===== src/rtl/sync_fifo_core.sv =====
// sync_fifo_core: single-clock FIFO, registered handshakes, decoded level flags.
// Define SYNC_FIFO_COUNT_EN to expose the occupancy counter on fifo_count.
module sync_fifo_core #(
  parameter int FIFO_WIDTH = 16,
  parameter int FIFO_DEPTH = 8
) (
  input  logic                  clk,
  input  logic                  rst_n,
  input  logic                  wr_en,
  input  logic                  rd_en,
  input  logic [FIFO_WIDTH-1:0] data_in,
  output logic [FIFO_WIDTH-1:0] data_out,
  output logic                  wr_ack,
  output logic                  overflow,
  output logic                  underflow,
  output logic                  full,
  output logic                  almostfull,
  output logic                  empty,
`ifdef SYNC_FIFO_COUNT_EN
  output logic                  almostempty,
  output logic [$clog2(FIFO_DEPTH):0] fifo_count
`else
  output logic                  almostempty
`endif
);

  localparam int AW = $clog2(FIFO_DEPTH);
  localparam int CW = AW + 1;

  logic [FIFO_WIDTH-1:0] r_mem [FIFO_DEPTH];
  logic [AW-1:0]         r_wr_ptr;
  logic [AW-1:0]         r_rd_ptr;
  logic [CW-1:0]         r_count;
  logic [FIFO_WIDTH-1:0] r_data_out;
  logic                  r_wr_ack;
  logic                  r_overflow;
  logic                  r_underflow;

  logic w_full;
  logic w_afull;
  logic w_empty;
  logic w_aempty;
  logic w_wr_ok;
  logic w_rd_ok;

  assign w_full   = (r_count == CW'(FIFO_DEPTH));
  assign w_afull  = (r_count == CW'(FIFO_DEPTH - 1));
  assign w_empty  = (r_count == '0);
  assign w_aempty = (r_count == CW'(1));

  // Acceptance uses only the pre-edge flags, so full+both reads and
  // empty+both writes without any same-cycle bypass.
  assign w_wr_ok = wr_en & ~w_full;
  assign w_rd_ok = rd_en & ~w_empty;

  // Storage array is deliberately left out of reset.
  always_ff @(posedge clk) begin
    if (w_wr_ok) r_mem[r_wr_ptr] <= data_in;
  end

  // Write pointer and write-side handshakes.
  always_ff @(posedge clk or negedge rst_n) begin
    if (!rst_n) begin
      r_wr_ptr   <= '0;
      r_wr_ack   <= 1'b0;
      r_overflow <= 1'b0;
    end else begin
      r_wr_ack   <= w_wr_ok;
      r_overflow <= wr_en & w_full;
      if (w_wr_ok) r_wr_ptr <= r_wr_ptr + AW'(1);
    end
  end

  // Read pointer, registered read data and underflow.
  always_ff @(posedge clk or negedge rst_n) begin
    if (!rst_n) begin
      r_rd_ptr    <= '0;
      r_data_out  <= '0;
      r_underflow <= 1'b0;
    end else begin
      r_underflow <= rd_en & w_empty;
      if (w_rd_ok) begin
        r_data_out <= r_mem[r_rd_ptr];
        r_rd_ptr   <= r_rd_ptr + AW'(1);
      end
    end
  end

  // Occupancy moves only when exactly one side is accepted.
  always_ff @(posedge clk or negedge rst_n) begin
    if (!rst_n) begin
      r_count <= '0;
    end else begin
      unique case ({w_wr_ok, w_rd_ok})
        2'b10:   r_count <= r_count + CW'(1);
        2'b01:   r_count <= r_count - CW'(1);
        default: r_count <= r_count;
      endcase
    end
  end

  assign data_out    = r_data_out;
  assign wr_ack      = r_wr_ack;
  assign overflow    = r_overflow;
  assign underflow   = r_underflow;
  assign full        = w_full;
  assign almostfull  = w_afull;
  assign empty       = w_empty;
  assign almostempty = w_aempty;
`ifdef SYNC_FIFO_COUNT_EN
  assign fifo_count  = r_count;
`endif

endmodule


===== config.mk =====
export PLATFORM = sky130hd
export DESIGN_NAME = sync_fifo_core
export DESIGN_NICKNAME = d
export VERILOG_FILES = /design/src/rtl/sync_fifo_core.sv
export SDC_FILE = /design/constraint.sdc
export NUM_CORES = 1
export LEC_CHECK = 0
export ABC_AREA = 1
export CORE_UTILIZATION = 40
export DETAILED_ROUTE_END_ITERATION = 6
export GPL_TIMING_DRIVEN = 0
export HOLD_SLACK_MARGIN = 0.08
export PLACE_DENSITY_LB_ADDON = 0.2
export SYNTH_ARGS = -nofsm -noshare
export SYNTH_HDL_FRONTEND = slang
export SYNTH_SLANG_ARGS = --single-unit

===== constraint.sdc =====
create_clock -name clk -period 4.5 [get_ports clk]
set_input_delay 0.45 -clock clk [delete_from_list [all_inputs] [get_ports clk]]
set_output_delay 0.45 -clock clk [all_outputs]
set_load 0.02 [all_outputs]

==> out/metrics.yaml <==
fin_ws_ns: 2.05
slowest_stage: "clkdlybuf4s50_1"
cp_max_fo: 6
die_x_um: 131
cp.arrival_ns: 2.00
worstHoldPathType: "in2async"
crit_family: "buffers and inverters"
skew_ns: 0.00574
cts_buffers: 17
grt_max_degree: 30
grt_pass1_vias: 4527
dpl.hpwl_um: 10300
drc: 0
ctsHoldBuffers: 0
die_y_um: 131
cp_common_cell: "inv_1"
num_vias: 4537
postRouteAntennaNets: 0
r2r-start: "r_count[0]$_DFFE_PN0P_"
synth_area_leaders: "edfxtp_1 57%, nand2_1 12%, dfrtp_1 11%"
crit_path_end_kind: "output pin"
drtPass1Iterations: 5
synth.avg_cell_area_um2: 10.4
worstPathRequired_ns: 4.05
setup_violations: 0
path_clk_slew_ns: 0.06
ys_seq_area_share_pct: 68.3
post-route-period-util_pct: 54.5
status: "finished clean"
finalMaxSlewViolations: 0
critical_path.reg2reg.endpoint: "r_mem[1][3]$_DFFE_PP_"
fin_tns_setup_ns: 0
nets: 736
p_per_area_nw_per_um2: 662
antenna_found_initial: 0
syn_area_um2: 6690
yosysTopAreaCell: "edfxtp_1"
start_kind: "flop"
p_leak_nw: 3.58
critical_path.max_stage_delay_ns: 0.59
path_class: "reg2out"
yosysUniqueCellTypes: 25
dieArea_um2: 17200
relSlewSlack_pct: 50.6
cts_tree: "yes"
core_um2: 16100
area_growth_pct: 21.9
p_int_w: 0.00347
via_per_inst: 4.83
rsz0062_at_grt: "false"
cts_resized: 0
clock_path_buffers: 2
seqPwrFrac_pct: 37.0
synth_nets: 667
fmax_mhz: 408
cap_violations: 0
final_hold_viol_count: 0
gp_congestion: 0.820
dpl_worst_slack_ns: 2.08
reg2reg_slack_ns: 2.17
h-tree-depth: 4
drive_gt1_share_pct: 11.1
worst_pin_slew_ns: 0.741
grt_util_all_layers_pct: 19.5
period_minus_slack_ns: 2.45
ir_drop_mv: 0.315
clk_latency_ns: 0.42
p_comb_share_pct: 35.3
path_buf_inv: 3
switching_share_pct: 35.7
grt_pass1_wl_um: 24600
ys_ff_latch: 157
drtIter0Drc: 466
start_util_pct: 41.5
port_buffers: 42
antenna_cells: 0
drt-total-wl_um: 15800
post_cts_buffers: 0
root_buffer: "clkbuf_16"
p_clk_share_pct: 27.7
synth.yosys.warnings: 0
grt-ovfl-total: 0
routedWlPerCell_um: 16.8
numClockSinks: 157
io_pins: 43
rows: 46
crit_chain: "inv_1 -> ha_1 -> nand3_2 -> inv_1 -> clkdlybuf4s50_1"
p_switching_w: 0.00192
r2r_cells: 8
nFillCells: 1413
syn_inst: 641
synth_top_cell_area_share_pct: 57.5
## cells in the mapped netlist, drive strengths merged
library cell	instances
nand2	210
edfxtp	128
inv	115
nand3	99
dfrtp	29
buf	25
nor2	10
ha	6
o21ai	4
xor2	4
clkbuf	2
xnor2	2
clkinv	1
nand4	1
nor3	1
nor3b	1
o211ai	1
o22ai	1
or2	1
## registers in the layout (all words and copies together), names as in the netlist
name and flops:
wr_ack 1, underflow 1, overflow 1, r_wr_ptr 3, r_rd_ptr 3, data_out 16
r_mem 128, r_count 4
## power by group through the flow
| stage | Clock (W) | Combinational (W) | Sequential (W) |
|---|---|---|---|
| 6_report | 0.00149 | 0.00191 | 0.00200 |
| 5_1_grt | 0.00157 | 0.00210 | 0.00202 |
| 4_1_cts | 0.00151 | 0.00192 | 0.00200 |
| 3_5_place_dp | 0 | 0.00190 | 0.00203 |
| 3_3_place_gp | 0 | 0.00179 | 0.00202 |
| 2_1_floorplan | 0 | 0.00106 | 0.00210 |
## stage by stage
step	hold WS [ns]	std cells	util (%)	instance area, µm²	power (W)
finish	0.0917	939	50.6	8150	0.00540
global route	0.145	939	50.6	8150	0.00569
CTS	0.109	939	50.6	8150	0.00542
detailed placement	0.465	907	46.8	7540	0.00393
global placement	0.467	899	45.8	7380	0.00381
floorplan	0.154	641	-	6690	0.00316
## per-layer routing
metal,GRT usage (%),vias up,share of wire (%)
met1,24.0,2181,43
met4,8.59,0,1.9
met5,0,-,0
li1,-,2183,-
met2,33.2,150,50
met3,3.94,23,5.5
## how the worst max path moves through the flow
stage	startpoint	end	slack (ns)	depth (start not counted)
finish	r_count[0]$_DFFE_PN0P_	empty	2.05	5
CTS	r_count[0]$_DFFE_PN0P_	empty	2.02	5
global route	r_count[0]$_DFFE_PN0P_	empty	1.99	5
global placement	wr_en	r_mem[6][3]$_DFFE_PP_	1.37	4
detailed placement	wr_en	r_mem[3][3]$_DFFE_PP_	2.08	6
floorplan	r_count[0]$_DFFE_PN0P_	r_mem[4][0]$_DFFE_PP_	2.28	6
## cell usage in the layout, fill, tap and decap left out, types with 2 or more instances in the layout
cell type,count
nor2_2,8
dfrtp_1,29
buf_8,6
o21ai_0,4
xor2_1,4
nand3_2,2
ha_1,6
inv_1,112
clkbuf_16,17
xnor2_1,2
clkinvlp_4,3
clkinv_2,5
clkdlybuf4s50_1,41
bufinv_16,4
inv_2,3
clkinv_1,2
buf_2,20
buf_4,5
clkbuf_1,3
nor2_1,2
nand2_1,208
nand3_1,97
buf_16,2
edfxtp_1,128
## cell type report
cell class	count	area [µm²]	share of cell area (%)
plain buffers	27	151	1.86
clock inverters	13	171	2.10
repair buffers	50	561	6.88
clock buffers	19	443	5.43
inverters	116	435	5.34
well taps	216	270	3.32
flip-flops and latches	157	4570	56.1
multi-input cells	341	1550	19.0
## worst reg2reg max path, stage by stage (launching register included)
cell	delay, ns
dfrtp_1	0.46
inv_1	0.07
ha_1	0.25
nand3_2	0.11
nand2_1	0.11
inv_1	0.15
nand2_1	0.16
nor2_2	0.49
buf_8	0.23
## logic make-up (layout without fill, tap and decap cells)
group | Yosys count | in the layout | synth area share [%]
xor+xnor | 6 | 6 | 0.786
fa+ha+maj | 6 | 6 | 1.12
buf+inv | 143 | 225 | 8.78
compound gates | 6 | 6 | 0.505
flops | 157 | 157 | 68.3
simple gates | 323 | 323 | 20.5
Note: power is estimated with default switching activity, not from simulation.
